**config.mk**
```make
export PLATFORM = sky130hd
export DESIGN_NAME = seq_multiplier_flat
export DESIGN_NICKNAME = d
export VERILOG_FILES = /design/src/rtl/seq_multiplier_if.sv /design/src/rtl/seq_multiplier.sv /design/src/flat_wrapper.sv
export SDC_FILE = /design/constraint.sdc
export NUM_CORES = 1
export LEC_CHECK = 0
export ABC_AREA = 1
export ABC_CLOCK_PERIOD_IN_PS = 2700
export CAP_MARGIN = 20
export CELL_PAD_IN_SITES_DETAIL_PLACEMENT = 1
export CELL_PAD_IN_SITES_GLOBAL_PLACEMENT = 1
export CORE_ASPECT_RATIO = 0.8
export CORE_MARGIN = 4
export CORE_UTILIZATION = 36
export DETAILED_ROUTE_END_ITERATION = 10
export HOLD_SLACK_MARGIN = 0.15
export PLACE_DENSITY = 0.73
export SYNTH_ARGS = -nofsm -noshare
export SYNTH_HDL_FRONTEND = slang
export SYNTH_SLANG_ARGS = --single-unit
```
**constraint.sdc**
```tcl
create_clock -name clk -period 2.7 [get_ports clk]
set_input_delay 0.27 -clock clk [delete_from_list [all_inputs] [get_ports clk]]
set_output_delay 0.27 -clock clk [all_outputs]
set_load 0.05 [all_outputs]
```
**src/rtl/seq_multiplier_if.sv**
```systemverilog
// Handshake and data bundle between a requester and the sequential Booth multiplier.
// The requester drives start and the operands; the multiplier returns product and status.
interface seq_multiplier_if #(
  parameter int WIDTH = 32
);
  logic                   start;
  logic [WIDTH-1:0]       multiplicand;
  logic [WIDTH-1:0]       multiplier;
  logic [2*WIDTH-1:0]     result;
  logic                   busy;
  logic                   done;
  logic [5:0]             step_count;

  modport master (
    output start, multiplicand, multiplier,
    input  result, busy, done, step_count
  );

  modport slave (
    input  start, multiplicand, multiplier,
    output result, busy, done, step_count
  );
endinterface

```
**src/rtl/seq_multiplier.sv**
```systemverilog
// Radix-2 Booth signed multiplier: one recode/add/shift step per clock,
// WIDTH steps per product, with a one-cycle done pulse afterwards.
module seq_multiplier #(
  parameter int WIDTH = 32
) (
  input  logic            clk,
  input  logic            reset,
  seq_multiplier_if.slave bus
);

  localparam logic [5:0] LAST_STEP = 6'(WIDTH - 1);

  typedef enum logic [1:0] {
    IDLE = 2'd0,
    RUN  = 2'd1,
    DONE = 2'd2
  } state_t;

  state_t               state_reg;
  state_t               state_next;
  logic [WIDTH:0]       a_reg;
  logic [WIDTH:0]       a_next;
  logic [WIDTH-1:0]     q_reg;
  logic [WIDTH-1:0]     q_next;
  logic                 qm1_reg;
  logic                 qm1_next;
  logic [WIDTH-1:0]     m_reg;
  logic [WIDTH:0]       m_ext;
  logic [WIDTH:0]       sum;
  logic [5:0]           step_reg;
  logic [2*WIDTH-1:0]   result_reg;
  logic                 last_step;

  // One extra sign bit keeps A - M exact when M is the most negative value.
  assign m_ext     = {m_reg[WIDTH-1], m_reg};
  assign last_step = (state_reg == RUN) && (step_reg == LAST_STEP);

  always_comb begin
    sum = a_reg;
    case ({q_reg[0], qm1_reg})
      2'b01:   sum = a_reg + m_ext;
      2'b10:   sum = a_reg - m_ext;
      default: sum = a_reg;
    endcase
    a_next   = {sum[WIDTH], sum[WIDTH:1]};
    q_next   = {sum[0], q_reg[WIDTH-1:1]};
    qm1_next = q_reg[0];
  end

  always_ff @(posedge clk or negedge reset) begin
    if (!reset) begin
      state_reg <= IDLE;
    end else begin
      state_reg <= state_next;
    end
  end

  always_comb begin
    state_next = state_reg;
    case (state_reg)
      IDLE:    if (bus.start) state_next = RUN;
      RUN:     if (last_step) state_next = DONE;
      DONE:    state_next = IDLE;
      default: state_next = IDLE;
    endcase
  end

  always_ff @(posedge clk or negedge reset) begin
    if (!reset) begin
      a_reg      <= '0;
      q_reg      <= '0;
      qm1_reg    <= 1'b0;
      m_reg      <= '0;
      step_reg   <= '0;
      result_reg <= '0;
    end else begin
      case (state_reg)
        IDLE: begin
          if (bus.start) begin
            m_reg    <= bus.multiplicand;
            q_reg    <= bus.multiplier;
            a_reg    <= '0;
            qm1_reg  <= 1'b0;
            step_reg <= '0;
          end
        end
        RUN: begin
          a_reg    <= a_next;
          q_reg    <= q_next;
          qm1_reg  <= qm1_next;
          step_reg <= step_reg + 6'd1;
          // The product is published only once, so result never moves mid-run.
          if (last_step) begin
            result_reg <= {a_next[WIDTH-1:0], q_next};
          end
        end
        default: begin
        end
      endcase
    end
  end

  assign bus.busy       = (state_reg != IDLE);
  assign bus.done       = (state_reg == DONE);
  assign bus.step_count = step_reg;
  assign bus.result     = result_reg;

endmodule

```
**src/flat_wrapper.sv**
```systemverilog
// flat-port wrapper written by rule: the top's interface ports become plain ports
module seq_multiplier_flat 
#(
  parameter int WIDTH = 32
)
  (clk, reset, bus_start, bus_multiplicand, bus_multiplier, bus_result, bus_busy, bus_done, bus_step_count);
  seq_multiplier_if #(.WIDTH(WIDTH)) bus_i ();
  input  logic clk;
  input  logic reset;
  input wire logic [$bits(bus_i.start)-1:0] bus_start;
  input wire logic [$bits(bus_i.multiplicand)-1:0] bus_multiplicand;
  input wire logic [$bits(bus_i.multiplier)-1:0] bus_multiplier;
  output wire logic [$bits(bus_i.result)-1:0] bus_result;
  output wire logic [$bits(bus_i.busy)-1:0] bus_busy;
  output wire logic [$bits(bus_i.done)-1:0] bus_done;
  output wire logic [$bits(bus_i.step_count)-1:0] bus_step_count;
  assign bus_i.start = bus_start;
  assign bus_i.multiplicand = bus_multiplicand;
  assign bus_i.multiplier = bus_multiplier;
  assign bus_result = bus_i.result;
  assign bus_busy = bus_i.busy;
  assign bus_done = bus_i.done;
  assign bus_step_count = bus_i.step_count;
  seq_multiplier #(.WIDTH(WIDTH)) u_core (.clk(clk), .reset(reset), .bus(bus_i));
endmodule
```
Yosys cells after proc, flatten, opt, wreduce, memory -nomap -nowiden
Index checks and enable logic that the tools add are counted.
Widths: inputs -> output; s select.
- flip-flop bits (word level): 170
- bits of input ports: 67
- output and inout bits: 72
- word-level logic and storage cells: 37
- $add $sub $neg: 3
- equality and inequality tests: 7
- multiplexer cells: 12
- reductions and logical operators: 8
- operators by type and width (cell ; number):
    $pmux 33 s2 ; 2
    $pmux 32 s2 ; 1
    $add 33x33->33 ; 1
    $mux 33 ; 1
    $sub 33x33->33 ; 1
    $mux 32 ; 1
    $pmux 6 s2 ; 1
    $reduce_and 2->1 ; 4
    $add 6x1->6 const B ; 1
    $eq 6x5->1 const B ; 1
    $mux 6 ; 1
    $eq 2x1->1 const B ; 2
    $eq 2x2->1 const B ; 2
    $mux 2 ; 2
    $pmux 2 s2 ; 1
    $reduce_bool 2->1 ; 2
    $logic_not 2->1 ; 1
    $ne 2x1->1 const B ; 1
    $ne 2x2->1 const B ; 1
    $pmux 1 s2 ; 1
    $logic_and 1x1->1 ; 1
    $mux 1 ; 1

Logic depth before layout (Yosys ltp)
- word-level depth: 4
- mapped depth: 25
- mapped depth without buffers: 25

Least setup slack after synthesis
OpenSTA, ideal clock, no wires.
- path kind: reg-to-reg
- start point: reg u_core.q_reg[0]
- end point: reg u_core.result_reg[63], in the netlist u_core.bus.result[63]
- arrival: 2.631 ns
- data required time: 2.582 ns
- path slack: -0.049 ns
- stages on the path, launching flop included: 22
- buffers on the path: 2
- clock period less this slack: 2.749 ns
- path through: dfrtp_1 -> ha_1 -> buf_2 -> inv_1 -> buf_2 -> o21ai_0 -> xor2_1 -> ha_1 -> nand2_1 -> inv_1 -> nand2_1 -> nand2_1 -> a21oi_2 -> nand2_4 -> nand2_2 -> nand2_1 -> nand2_1 -> nand3_1 -> nand2_1 -> nand2_1 -> nand2_1 -> nand2_1
- longest elaborated chain between the ends: 2
- elaborated cells on any way between the ends: 3
- RTL lines (item ; RTL line ; RTL):
    start, declared ; seq_multiplier.sv:23 ; logic [WIDTH-1:0] q_reg;
    start signal, assigned ; seq_multiplier.sv:81 ; q_reg <= bus.multiplier;
    start signal, assigned ; seq_multiplier.sv:89 ; q_reg <= q_next;
    $eq 2x2->1 / $eq 2x1->1 (equally long branches) ; seq_multiplier.sv:40 ; case ({q_reg[0], qm1_reg})
    $pmux 33 s2 (*) ; seq_multiplier.sv:40 ;
    end signal, assigned ; seq_multiplier.sv:94 ; result_reg <= {a_next[WIDTH-1:0], q_next};
    end, declared ; seq_multiplier.sv:31 ; logic [2*WIDTH-1:0] result_reg;
Mark *: on every way between the ends. The rest lies on a longest branch, timed or not.
A chain may end at the register's enable or synchronous reset.

Worst setup path after layout
- start point: reg u_core.m_reg[1]
- end point: reg u_core.result_reg[55], in the netlist u_core.bus.result[55]
- longest elaborated chain between the ends: 2
- elaborated cells on any way between the ends: 3
- RTL lines (item ; RTL line ; RTL):
    start, declared ; seq_multiplier.sv:27 ; logic [WIDTH-1:0] m_reg;
    start signal, assigned ; seq_multiplier.sv:80 ; m_reg <= bus.multiplicand;
    $sub 33x33->33 / $add 33x33->33 (equally long branches) ; seq_multiplier.sv:42, seq_multiplier.sv:41 ;
    $pmux 33 s2 (*) ; seq_multiplier.sv:40 ;
Marks and branches as above.

==> results.ini <==
[run_status]
status=finished, violations left
violations=setup timing

[route]
finalWirelength_um=40200
first_iter_violations=569
via_per_inst=5.19
ant_nets=0
drc_errors=0
num_vias=10300
firstDrtPassIters=5
wl_per_cell_um=20.3

[clocking]
clock_path_buffers=2
cts_tree=done
path_clk_slew_ns=0.07
cts_sinks=169
clock_latency_ns=0.47
htree_levels=4
numCtsBuffers=17
ctsRootBufferMaster=clkbuf_16

[global_route]
grt_max_degree=75
antenna_found_initial=0
grt_first_pass_wirelength_um=61100
grtUsageTotal=0.261
grt_overflow=0
grt_pass1_vias=10800

[cells_and_area]
mostFrequentLayoutCells=nand2_1, buf_4, dfrtp_1, clkdlybuf4s50_1, inv_1
fillers=3148
num-nets-final=1714
multi_input_area_um2=6260
antenna_cells=0
ff_latch_area_um2=4230
layout.cells.non_filler=1981
layout_commonest_cell=nand2_1
areaGrowthSynthToFinish_pct=56.1
largest_register_ffs=64
drive_above_1_share=0.314

[sta]
rsz0062_at_grt=yes
tightest_slew_ns=0.680
max_freq_mhz=306
maxSlewViolCount=0
period_minus_slack_ns=3.27
finalSetupViolCount=54
finalCritPeriodShare=1.21
fin_skew_ns=0.0196
worst_slack_ns=-0.571
slew_headroom=0.542
hold_violations=0

[worst_setup_path]
required_ns=3.05
critPathLaunchType=flop
critical_path_arrival_ns=3.62
path_class=reg -> reg
endpoint_kind=flop
crit_fanout=4

[floorplan]
die_w_um=191
die_h_um=155
num_io_pins=139
design.core.area_um2=26400
num_rows=53
start_util=0.367
die_area_um2=29600

[placed_design]
port_buffers=138
dp.cells=1905
gp_congestion=0.891
dp_hpwl_um=25600

[run]
maxCapViolCount=0

[logic_synthesis]
synth_area_um2=9690
ys_ff_latch=169
ys.warnings.count=0
synth-seq-area-share=0.436
postSynthCellCount=1296
synth_fp_nets=1399
synth.distinct_cells=43
syn_avg_cell_area_um2=7.48

[worst_hold_path]
hold_path.class=in -> reg

## synthesized netlist by cell type (all sizes together)
| cell type | count | area, um^2 |
|---|---|---|
| a21o | 4 | 30.0 |
| a21oi | 72 | 379 |
| a22o | 1 | 8.76 |
| a2bb2oi | 1 | 8.76 |
| a31oi | 1 | 6.26 |
| buf | 21 | 104 |
| clkbuf | 25 | 93.8 |
| dfrtp | 169 | 4230 |
| fa | 1 | 20.0 |
| ha | 35 | 438 |
| inv | 147 | 552 |
| mux2i | 2 | 20.0 |
| nand2 | 408 | 1550 |
| nand3 | 80 | 410 |
| nand3b | 1 | 7.51 |
| nand4 | 5 | 31.3 |
| nor2 | 98 | 388 |
| nor3 | 6 | 40.0 |
| nor4 | 3 | 18.8 |
| o211ai | 10 | 75.1 |
| o21a | 1 | 7.51 |
| o21ai | 113 | 581 |
| o21bai | 7 | 63.8 |
| o22ai | 36 | 225 |
| o41ai | 1 | 8.76 |
| or2 | 11 | 68.8 |
| xnor2 | 13 | 114 |
| xor2 | 24 | 210 |
## cells by family (layout without fill, tap and decap cells)
family	after synthesis	in the layout	share of synthesized area
buf+inv	193	521	0.0773
mux	2	2	0.00207
fa+ha+maj	36	36	0.0473
compound gates	247	247	0.144
simple gates	612	612	0.260
flops	169	169	0.436
xor+xnor	37	37	0.0334
## worst max-delay path: stages, from the launching register on
cell	delay, ns
dfrtp_1	0.41
inv_2	0.12
ha_4	0.16
nand2_4	0.06
nor2_4	0.19
buf_6	0.14
nand2_2	0.08
nand2_2	0.10
xor2_2	0.19
buf_4	0.17
ha_4	0.22
nand2_1	0.13
inv_2	0.06
nand2_1	0.11
nand2_2	0.09
a21oi_2	0.21
nand2_4	0.11
a21oi_4	0.20
or2_1	0.14
nand3_2	0.09
nand3_1	0.10
nand2_1	0.06
## metal layers
metal / wire [um] / track usage / share of wire
met1: 17900 / 0.368 / 0.45
met2: 19600 / 0.430 / 0.49
met3: 1710 / 0.0363 / 0.042
met4: 976 / 0.0595 / 0.024
met5: 0 / 0 / 0
## worst paths after layout
path,slack [ns],cells after the start,end,start
worst max-delay path,-0.57,21,u_core.bus.result[55],u_core.m_reg[1]
worst min-delay path,0.34,3,u_core.m_reg[18],bus_multiplicand[18]
worst max register to register,-0.57,21,u_core.bus.result[55],u_core.m_reg[1]
worst min register to register,0.48,2,u_core.bus.result[45],u_core.bus.result[45]
max in group asynchronous,1.61,3,u_core.a_reg[27],reset
min in group asynchronous,0.36,2,u_core.q_reg[4],reset
## layout make-up
type,instances,area share
Inverter,147,0.0368
Multi-Input combinational cell,934,0.414
Tap cell,357,0.0295
Clock buffer,17,0.0281
Timing Repair Buffer,342,0.201
Clock inverter,15,0.0114
Sequential cell,169,0.280
## what timing repair did
action                     in CTS  in global routing
setup buffers                  30                 13
setup endpoints to repair      54                 58
pin swaps                      68                 53
resized for setup             237                115
hold buffers                    1                  0
hold endpoints to repair       59                  0
## metrics by stage
stage	setup TNS, ns	setup WS (ns)	util	hold WS [ns]	instance area (um^2)
2_1_floorplan	0	0.00385	-	-0.0256	9700
6_report	-21.10	-0.571	0.573	0.343	15100
3_5_place_dp	-22.61	-0.590	0.477	0.299	12600
5_1_grt	-28.90	-0.716	0.573	0.351	15100
4_1_cts	-12.18	-0.412	0.550	0.331	14500
3_3_place_gp	-18.70	-0.551	0.477	0.296	12600
Power is not shown: default switching activity piles up to over one toggle a cycle in this logic, so the estimate is an artifact.
==> patch: new RTL, config.mk and constraints unchanged <==
The 3 states of `state_t` get a one-hot encoding in 3 bits.
--- a/src/rtl/seq_multiplier.sv
+++ b/src/rtl/seq_multiplier.sv
@@ -10,10 +10,10 @@
 
   localparam logic [5:0] LAST_STEP = 6'(WIDTH - 1);
 
-  typedef enum logic [1:0] {
-    IDLE = 2'd0,
-    RUN  = 2'd1,
-    DONE = 2'd2
+  typedef enum logic [2:0] {
+    IDLE = 3'b001,
+    RUN  = 3'b010,
+    DONE = 3'b100
   } state_t;
 
   state_t               state_reg;
Formal check against the unedited RTL: no difference found for any inputs over 10 cycles, from zero or initial values and one cycle with reset low; not proved beyond that.
==> patch against the original RTL <==
  * Critical endpoint is now u_core.bus.result[63]
  * Worst setup slack worse by 0.19 ns
  * Sequential cell count grew 1
  * Wire length increased by 6.0%
  * Final area grew 2.9%
  * Die area is 0.23% higher
  * Critical path depth unchanged
  * Synthesized area increased by 0.25%
  * The flow still finishes with violations (setup timing)
  * Via count increased by 3.4%
  * Fmax down 5.5%
  * Global-route usage fell by 1.1 points
  * Utilization increased by 1.6 points
Power is left out: the tool's default activity adds up to more than one toggle a clock period on the data nets, which glitch-free logic cannot reach.
==> patch: results (changes against the original RTL) <==
- Run status: finished with violations (unchanged)
- Failing checks: setup timing (unchanged)
- Critical path's slowest cell: dfrtp_1 (unchanged)
- Setup TNS: -23.99 ns (was -21.10 ns)
- Worst-skew pair later-pin latency: 0.45 ns (was 0.47 ns)
- Port Buffer Count: 138 (unchanged)
- Ys Warns: 0 (unchanged)
- Worst-path maximum fanout: 4 (unchanged)
- Final Wtd Congestion: 0.945 (was 0.891)
- Initial antenna violation count: 0 (unchanged)
- Post-synthesis mux area share: 0.206% (was 0.207%)
- Layout cells sized above 1: 36.8% (was 31.4%)
- Worst Path Arrival: 3.80 ns (was 3.62 ns)
- Worst Clk Skew: 0.0130 ns (was 0.0196 ns)
- Synth Area in Compound Gates: 14.2% (was 14.4%)
- Sequential-to-total area share from yosys stat: 43.8% (was 43.6%)
- Inserted Diodes: 0 (unchanged)
- Syn nets: 1,399 (unchanged)
- Htree depth: 4 (unchanged)
- Reg clk slew, reported paths: 0.08 ns
- Netlist cell types: 44 (was 43)
- DP Worst Slack: -0.580 ns (was -0.590 ns)
- DR WL/cell: 21.7 um (was 20.3 um)
- Family with the most delay on the worst path: simple AND/OR/NAND/NOR gates (unchanged)
- Num CTS Buffers: 17 (unchanged)
- DP HPWL: 25,700 um (was 25,600 um)
- Prevailing post-synth register cell: dfrtp_1 (unchanged)
- Top cells by area, synth: dfrtp_1 (44%), nand2_1 (16%), inv_1 (4.8%) (was dfrtp_1 (44%), nand2_1 (16%), inv_1 (5.5%))
- DRT Pass-1 Iters: 5 (unchanged)
- R2R cell count: 21 (unchanged)
- Setup WS post-layout: -0.761 ns (was -0.571 ns)
- Total Nets Final: 1,699 (was 1,714)
- Flip-flop count of the largest register after layout: 64 (unchanged)
- Vias: 10,600 (was 10,300)
- First-pass GRT wire length: 58,800 um (was 61,100 um)
- Post-Synth Adder-Cell Area: 4.71% (was 4.73%)
- Hold Path Class: input pin to async pin (was input pin to flip-flop)
- Post-synth top cells: nand2_1 (411), dfrtp_1 (169), inv_1 (125) (was nand2_1 (402), dfrtp_1 (169), inv_1 (141))
- DRT iter0 DRCs: 730 (was 569)
- Largest net degree at the start of global routing: 99 (was 75)
- Clock Path Buffers: 2 (unchanged)
- Slew @ Worst Pin: 0.654 ns (was 0.680 ns)
- Clock Root Buffer: clkbuf_16 (unchanged)
- CP peak stage delay: 0.42 ns
- Asr flop ratio synth: 100% (unchanged)
- Final setup vio count: 54 (unchanged)
- GRT Overall Usage: 25.0% (was 26.1%)
- Fill cells: 3,051 (was 3,148)
- XOR/XNOR Fraction of Synth Area: 3.34% (about the same)
patch: area by class of cell:
type	instances	share of cell area, %
Multi-Input combinational cell	937	43.2
Sequential cell	170	27.4
Timing Repair Buffer	327	18.9
Inverter	143	3.47
Tap cell	357	2.87
Clock buffer	17	2.73
Clock inverter	15	1.47
patch: metal layers:
metal | wire length, um | up-vias | GRT usage, %
met4 | 1570 | 0 | 6.56
met5 | 0 | - | 0
met1 | 17800 | 5350 | 35.8
met3 | 2480 | 115 | 3.84
li1 | - | 4809 | -
met2 | 20700 | 354 | 39.9
patch: worst paths after layout:
check | to | from
setup / recovery | u_core.bus.result[63] | u_core.m_reg[1]
hold / removal | u_core.q_reg[25] | reset
setup reg to reg | u_core.bus.result[63] | u_core.m_reg[1]
hold reg to reg | u_core.bus.result[50] | u_core.bus.result[50]
max in group asynchronous | u_core.state_reg[0] | reset
min in group clk | u_core.m_reg[28] | bus_multiplicand[28]
patch: repair_timing:
action / in CTS / in global routing
gates resized for setup: 147 / 307
setup buffers: 17 / 29
hold endpoints to repair: 50 / 0
hold buffers: 1 / 0
pin swaps: 33 / 134
endpoints found under the setup margin: 55 / 58
patch: stage by stage:
| step | area, um2 | instances | hold slack (ns) | utilization (%) |
|---|---|---|---|---|
| 3_3_place_gp | 12600 | 1893 | 0.250 | 47.6 |
| 2_1_floorplan | 9770 | 1296 | -0.0256 | - |
| 4_1_cts | 14100 | 1942 | 0.337 | 53.4 |
| 3_5_place_dp | 12600 | 1893 | 0.259 | 47.6 |
| 6_report | 15600 | 1966 | 0.342 | 59.0 |
| 5_1_grt | 15600 | 1966 | 0.368 | 59.0 |
